--- src/rtl/sub_result_writer.sv ---
// Result writer for the SUB stage: buffers int8 result beats in a small FWFT FIFO
// and streams them to memory as word writes with per-element byte enables.
module sub_result_writer #(
    parameter int MAX_VECTOR_SIZE = 8,
    parameter int FIFO_DEPTH      = 8,
    parameter int ADDR_WIDTH      = 16
) (
    input  logic                         clk,
    input  logic                         rst,
    input  logic                         start,
    input  logic [ADDR_WIDTH-1:0]        base_addr,
    input  logic [31:0]                  num_elements,
    input  logic [8*MAX_VECTOR_SIZE-1:0] data_in,
    input  logic                         valid_in,
    output logic                         wr_en,
    output logic [ADDR_WIDTH-1:0]        wr_addr,
    output logic [8*MAX_VECTOR_SIZE-1:0] wr_data,
    output logic [MAX_VECTOR_SIZE-1:0]   wr_strb,
    input  logic                         wr_ready,
    output logic                         busy,
    output logic                         done,
    output logic                         overflow
);

    localparam int PTR_W = $clog2(FIFO_DEPTH);
    localparam int DATA_W = 8 * MAX_VECTOR_SIZE;
    localparam logic [31:0] VEC = 32'(MAX_VECTOR_SIZE);

    typedef enum logic [1:0] {IDLE, RUN, DONE} state_t;

    state_t                     state_q;
    logic [DATA_W-1:0]          dataMem [FIFO_DEPTH];
    logic [MAX_VECTOR_SIZE-1:0] strbMem [FIFO_DEPTH];
    logic [PTR_W:0]             wrPtr_q, rdPtr_q;
    logic [31:0]                beatsTotal_q, beatsRecv_q, beatsWritten_q;
    logic [31:0]                beatsRecv_d, beatsWritten_d;
    logic [ADDR_WIDTH-1:0]      addr_q;
    logic [MAX_VECTOR_SIZE-1:0] lastStrb_q;
    logic                       overflow_q, busy_q, done_q;

    logic                       fifoEmpty, fifoFull, running, wrEnInt;
    logic                       pop, beatWanted, push, drop;
    logic [31:0]                startTotal, startRem;
    logic [MAX_VECTOR_SIZE-1:0] startLastStrb, pushStrb;

    assign fifoEmpty = (wrPtr_q == rdPtr_q);
    assign fifoFull  = (wrPtr_q[PTR_W] != rdPtr_q[PTR_W]) &&
                       (wrPtr_q[PTR_W-1:0] == rdPtr_q[PTR_W-1:0]);
    assign running   = (state_q == RUN);
    assign wrEnInt   = running && !fifoEmpty;
    assign pop       = wrEnInt && wr_ready;

    // Beats past the job length are ignored outright; a full FIFO drops the beat.
    assign beatWanted = running && valid_in && (beatsRecv_q < beatsTotal_q);
    assign push       = beatWanted && (!fifoFull || pop);
    assign drop       = beatWanted && fifoFull && !pop;

    always_comb begin
        startRem       = num_elements % VEC;
        startTotal     = (num_elements / VEC) + 32'(startRem != 32'd0);
        startLastStrb  = (startRem == 32'd0) ? '1 : ~({MAX_VECTOR_SIZE{1'b1}} << startRem);
        pushStrb       = (beatsRecv_q == beatsTotal_q - 32'd1) ? lastStrb_q : '1;
        beatsRecv_d    = beatsRecv_q + 32'(beatWanted);
        beatsWritten_d = beatsWritten_q + 32'(pop) + 32'(drop);
    end

    // Strobe is captured per entry so drops never shift which beat is the last one.
    always_ff @(posedge clk) begin
        if (push) begin
            dataMem[wrPtr_q[PTR_W-1:0]] <= data_in;
            strbMem[wrPtr_q[PTR_W-1:0]] <= pushStrb;
        end
    end

    always_ff @(posedge clk or negedge rst) begin
        if (!rst) begin
            state_q        <= IDLE;
            wrPtr_q        <= '0;
            rdPtr_q        <= '0;
            beatsTotal_q   <= '0;
            beatsRecv_q    <= '0;
            beatsWritten_q <= '0;
            addr_q         <= '0;
            lastStrb_q     <= '0;
            overflow_q     <= 1'b0;
            busy_q         <= 1'b0;
            done_q         <= 1'b0;
        end else begin
            case (state_q)
                IDLE: begin
                    done_q <= 1'b0;
                    if (start) begin
                        addr_q         <= base_addr;
                        beatsTotal_q   <= startTotal;
                        lastStrb_q     <= startLastStrb;
                        overflow_q     <= 1'b0;
                        beatsRecv_q    <= '0;
                        beatsWritten_q <= '0;
                        wrPtr_q        <= '0;
                        rdPtr_q        <= '0;
                        if (num_elements == 32'd0) begin
                            state_q <= DONE;
                            done_q  <= 1'b1;
                        end else begin
                            state_q <= RUN;
                            busy_q  <= 1'b1;
                        end
                    end
                end
                RUN: begin
                    beatsRecv_q    <= beatsRecv_d;
                    beatsWritten_q <= beatsWritten_d;
                    if (push) wrPtr_q <= wrPtr_q + (PTR_W+1)'(1);
                    if (pop) begin
                        rdPtr_q <= rdPtr_q + (PTR_W+1)'(1);
                        addr_q  <= addr_q + ADDR_WIDTH'(1);
                    end
                    if (drop) overflow_q <= 1'b1;
                    if (beatsWritten_d >= beatsTotal_q) begin
                        state_q <= DONE;
                        busy_q  <= 1'b0;
                        done_q  <= 1'b1;
                    end
                end
                DONE: begin
                    done_q  <= 1'b0;
                    state_q <= IDLE;
                end
                default: begin
                    state_q <= IDLE;
                    busy_q  <= 1'b0;
                    done_q  <= 1'b0;
                end
            endcase
        end
    end

    assign wr_en    = wrEnInt;
    assign wr_addr  = addr_q;
    assign wr_data  = wrEnInt ? dataMem[rdPtr_q[PTR_W-1:0]] : '0;
    assign wr_strb  = wrEnInt ? strbMem[rdPtr_q[PTR_W-1:0]] : '0;
    assign busy     = busy_q;
    assign done     = done_q;
    assign overflow = overflow_q;

endmodule

--- config.mk ---
export PLATFORM = sky130hd
export DESIGN_NAME = sub_result_writer
export DESIGN_NICKNAME = d
export VERILOG_FILES = /design/src/rtl/sub_result_writer.sv
export SDC_FILE = /design/constraint.sdc
export NUM_CORES = 1
export LEC_CHECK = 0
export BUFFER_PORTS_ARGS = -buffer_cell sky130_fd_sc_hd__clkbuf_2
export CORE_AREA = 4 4 257 259
export DETAILED_ROUTE_END_ITERATION = 7
export DIE_AREA = 0 0 261 263
export HOLD_SLACK_MARGIN = 0.08
export PLACE_DENSITY_LB_ADDON = 0.3
export SYNTH_ARGS = -nofsm -noshare
export SYNTH_HDL_FRONTEND = slang
export SYNTH_SLANG_ARGS = --single-unit
--- constraint.sdc ---
create_clock -name clk -period 17.6 [get_ports clk]
set_input_delay 0.88 -clock clk [delete_from_list [all_inputs] [get_ports clk]]
set_output_delay 0.88 -clock clk [all_outputs]
set_load 0.03 [all_outputs]
Yosys cells after proc, flatten, opt, wreduce, memory -nomap -nowiden --
Memory sizes are Yosys's and may differ from the RTL's. Cells that the tools add are included.
Word-level totals: memory bits (writable) 576, output and inout port bits 92, memories 2, bits in registers 133
Memories:
- dataMem | depth 8, width 64, rd ports 1, clocked after Yosys merged registers in 0, write ports 1, line 32 | logic [DATA_W-1:0] dataMem [FIFO_DEPTH];
- strbMem | depth 8, width 8, rd ports 1, clocked after Yosys merged registers in 0, write ports 1, line 33 | logic [MAX_VECTOR_SIZE-1:0] strbMem [FIFO_DEPTH];
Cells by class: muxes and demuxes 32, reductions and logical operators 24, equal/unequal tests 12, bitwise logic cells 2, shifts and indexed selects 1, add/subtract/negate cells 8, order comparisons 2
Operators by type and width (number):
- $pmux 32 s2 | 2
- $add 32x1->32 | 3
- $logic_not 32->1 | 2
- $mux 64 | 1
- $eq 32x32->1 | 1
- $ge 32x32->1 | 1
- $lt 32x32->1 | 1
- $mux 16 | 2
- $mux 32 | 1
- $pmux 16 s2 | 1
- $reduce_bool 32->1 | 1
- $sub 32x1->32 const B | 1
- $add 29x1->30 | 1
- $mux 8 | 3
- $add 16x1->16 const B | 1
- $pmux 4 s2 | 2
- $mux 4 | 3
- $mux 1 | 10
- $reduce_and 3->1 | 3
- $add 4x1->4 const B | 2
- $logic_and 1x1->1 | 8
- $ne 2x1->1 const B | 4
- $not 8->8 | 1
- $shl 8x3->8 const A | 1
- other kinds (17) | 25

Logic depth before layout (Yosys ltp) --
depth in word-level cells 10, depth in mapped cells 26

Worst setup path before layout --
Ideal clock, no wire load.
kind register -> register, start register wrPtr_q[1], end memory dataMem[1][0] (netlist name) (enable), cell stages (with the launch flop) 12, arrival 9581 ps, period minus slack after synthesis 10287 ps, setup slack 7313 ps, library setup time 706 ps, cells stage by stage dfrtp_1 buf_2 xnor2_1 a41o_1 buf_2 inv_1 and2_1 nor3_1 or3_1 a21o_1 clkbuf_1 nor4b_1
Between the ends: longest elaborated chain between the ends 8
Ends and longest elaborated chain:
- start: declaration | line 34 | logic [PTR_W:0] wrPtr_q, rdPtr_q;
- start signal: assignment | line 113 | if (push) wrPtr_q <= wrPtr_q + (PTR_W+1)'(1);
- $eq 4x4->1 | line 46 | assign fifoEmpty = (wrPtr_q == rdPtr_q);
- $logic_not 1->1 | line 50 | assign wrEnInt = running && !fifoEmpty;
- $logic_and 1x1->1 | line 50
- net wr_en | line 15 | output logic wr_en,
- $logic_and 1x1->1 | line 51 | assign pop = wrEnInt && wr_ready;
- $logic_or 1x1->1 | line 55 | assign push = beatWanted && (!fifoFull || pop);
- $logic_and 1x1->1 | line 55
- $mux 1 | line 69 | if (push) begin
- $mux 1 (implied by the code) | line 70 | dataMem[wrPtr_q[PTR_W-1:0]] <= data_in;
- end: declaration | line 32
The timed path passes the listed nets, and every way through them passes these cells.

Worst setup path after layout --
start register rdPtr_q[2], end register done_q, in the netlist done
Between the ends: longest elaborated chain between the ends 9
Ends and longest elaborated chain:
- start: declaration | line 34
- start signal: assignment | line 115 | rdPtr_q <= rdPtr_q + (PTR_W+1)'(1);
- branches (longest 6 deep; another with $add 32x1->32)
- $add 32x1->32 (*) | line 64 | beatsWritten_d = beatsWritten_q + 32'(pop) + 32'(drop);
- $ge 32x32->1 (*) | line 119 | if (beatsWritten_d >= beatsTotal_q) begin
- $ne 2x1->1 (no source line) (*)
- end signal: assignment | line 122 | done_q <= 1'b1;
- end signal: assignment | line 126 | done_q <= 1'b0;
- end signal: assignment | line 132 | done_q <= 1'b0;
- end: declaration | line 39 | logic overflow_q, busy_q, done_q;
Every way passes the cells marked *. A chain may end at the register's enable or synchronous reset.

==> flow_summary.yaml <==
run_status:
  status: "completed"
critical_path:
  slowest_stage: "dfrtp_4"
  cp_common_cell: "nand3_1"
  path_cells: "xnor2_1, a41o_2, buf_4, inv_1, and2_1, nor3_1, nand3_1, fa_1, inv_1, ha_1, and3_1, nand4_1, or2_2, nor2_1, nand2_1, xnor2_1, ha_1, nand3_1, nor4_1, nor3b_1, o21ai_0, nand3_1, mux2_2"
  required_ps: 18090
  max_stage_delay_ps: 990
  worstSetupEndpointType: "flip-flop"
  crit_type: "reg -> reg"
  crit_fanout: 73
  arrival_ps: 7770
  cp-start-kind: "flip-flop"
synthesis:
  synthMuxAreaShare_pct: 13.07
  syn-mean-instance-area_um2: 15.05
  synth-async-reset-ratio_pct: 18.53
  synth_fa_ha_area_share_pct: 2.882
  synth_area_leader_cell: "edfxtp_1"
  netlist_area_um2: 31510
  yosysWarnings: 0
  syn_inst: 2094
  synth_edf_count: 576
  synth_top_family_by_area: "multiplexers"
  synth.area.top_cells: "edfxtp_1, dfrtp_1, mux4_2, ha_1, mux2i_1"
  synth-simple-area-share_pct: 9.104
  synth.most_common_cell: "edfxtp_1"
  seq_area_frac_synth_pct: 65.29
  synthTopCellsByCount: "edfxtp_1, nand2_1, mux4_2"
  synth_compound_area_share_pct: 5.165
  synth_nets: 2283
  synth.distinct_cells: 69
  synth_seq_cells: 707
  synthFlopType: "edfxtp_1"
  synth_xor_area_share_pct: 2.557
  yosysTopAreaCellShare_pct: 54.89
global_route:
  grt.overflow.total: 0
  track_usage_pct: 21.27
  antenna_found_initial: 6
  grt_start_max_net_pins: 109
  grt_pass1_vias: 19620
  grt_pass1_wl_um: 113500
clock_network:
  cts.repair.resized: 0
  post_cts_buffers: 0
  cts_buffers: 72
  cts_buffer_depth: 3
  cts.sinks: 707
  path_clk_slew_ps: 70
  hold_buffers: 0
  root_buffer: "clkbuf_16"
  clock_latency_ps: 610
  cts_tree: "built"
  htree_levels: 3
finish:
  final_cell_area_um2: 35950
  multi_input_area_um2: 10400
  final_core_util_pct: 56.27
  area_growth_pct: 14.07
  final_layout_size_suffix_gt1_share_pct: 22.33
  fill_cells: 4993
  ff_latch_area_um2: 20590
  nets: 2487
placement:
  dpl_worst_slack_ps: 10270
  dpl_cell_area_um2: 33520
  gp_congestion: 0.8746
  io_buffers: 208
  hpwl_um: 44720
route:
  routed_wl_um: 72630
  drc: 0
  post_drt_wl_per_cell_um: 22.56
  via_per_inst: 5.871
  vias: 18900
  ant_nets: 0
  drt_iter0_markers: 1616
  dr.pass1.iters: 5
timing:
  tns_ps: 0
  clock.fmax_ghz: 0.1372
  final.period_utilization_pct: 41.40
  whs_ps: 287.9
  rsz0062_at_grt: "false"
  setup_viol: 0
  worst_pin_slew_ps: 1203
  fin_ws_ps: 10310
  slew_headroom_pct: 19.61
  hold_viol: 0
  fin_worst_skew_ps: 17.25
  slew_viol_final: 0
  fin_crit_ps: 7286
power_and_ir_drop:
  pwr_density_cell_nw_per_um2: 152.1
  p_leak_nw: 12.85
  vdd_drop_max_uv: 138.6
hold_path:
  hold_path_class: "in -> async"
die:
  row_count: 93
  core_um2: 63880
  ios: 209
  die_width_um: 261
  die_area_um2: 68640
  start_util_pct: 49.33
  die_h_um: 263
job:
  cap_violations: 0
final timing paths:
kind	to	slack, ps	cells past startpoint	startpoint
worst max-delay path	done	10310	23	rdPtr_q[2]
min in group clk	lastStrb_q[0]	440	2	lastStrb_q[0]
max in group asynchronous	beatsTotal_q[25]	15960	2	rst
worst max register to register	done	10310	23	rdPtr_q[2]
worst min-delay path	wr_addr[10]	290	1	rst
worst min register to register	lastStrb_q[0]	440	2	lastStrb_q[0]
critical path, delay by kind of cell, from the launching register on:
family          cells  cell delay (ps)
fa+ha+maj           3              910
flops               1              990
xor+xnor            2              370
buf+inv             3             1000
simple gates       12             3180
mux                 1              360
compound gates      2              350
power by group:
group | internal [mW] | switching [mW]
logic | 0.629 | 1.09
registers | 2.05 | 0.151
clock network | 0.905 | 0.640
cells in the final DEF, fill, tap and decap left out, types with 9 or more instances in the layout:
master	netlist	layout
nor4_1	21	19
nor2_1	142	142
a21o_1	21	21
edfxtp_1	576	576
ha_1	71	71
dfrtp_1	131	128
o21ai_0	106	106
nand4_1	48	48
clkinv_2	0	11
clkbuf_16	0	74
a31oi_1	9	9
nand4b_1	10	10
nor3_1	17	15
nand2_1	160	159
and3_1	27	27
xnor2_1	43	43
clkbuf_1	70	13
xor2_1	49	49
o31ai_1	16	16
a21oi_1	38	38
nand3_1	75	75
clkbuf_2	0	207
inv_1	56	56
o211ai_1	13	13
mux2i_1	84	84
mux4_2	144	144
buf_4	0	25
and2_1	12	11
clkinv_1	0	12
sequential cells by signal, summed over array words and instances, names as in the netlist:
register and flops:
done 1, strbMem 64, rdPtr_q 4, wr_addr 16
lastStrb_q 8, beatsWritten_q 32, state_q 2, beatsTotal_q 30
overflow 1, busy 1, beatsRecv_q 32, dataMem 512
wrPtr_q 4
layer usage:
metal	up-vias	GRT usage [%]	routed length [um]
li1	8559	-	-
met5	-	0	24
met4	4	6.508	1835
met2	545	36.84	37450
met3	129	3.694	4327
met1	9662	27.60	28990
logic make-up after synthesis:
logic type | count (synthesis)
DFF | 707
muxes | 231
adders and majority gates | 72
xor gates and xnor gates | 92
AOI/OAI and AO/OA | 257
buffers and inverters | 160
and+or+nand+nor | 575
area by class of cell:
cell class              instances  area share [%]
repair buffers                234           3.491
well taps                     855           2.976
clock buffers                  89           5.364
flip-flops and latches        707           57.27
inverters                      56          0.5848
multi-input cells            1227           28.93
clock inverters                43           1.326
diodes                          8         0.05569
per-stage QoR:
step / total power [mW] / instances
6_report: 5.467 / 3219
3_3_place_gp: 3.954 / 3079
5_1_grt: 5.722 / 3212
2_1_floorplan: 3.461 / 2094
4_1_cts: 5.535 / 3211
3_5_place_dp: 3.988 / 3079
Note: power is estimated with default switching activity, not from simulation.
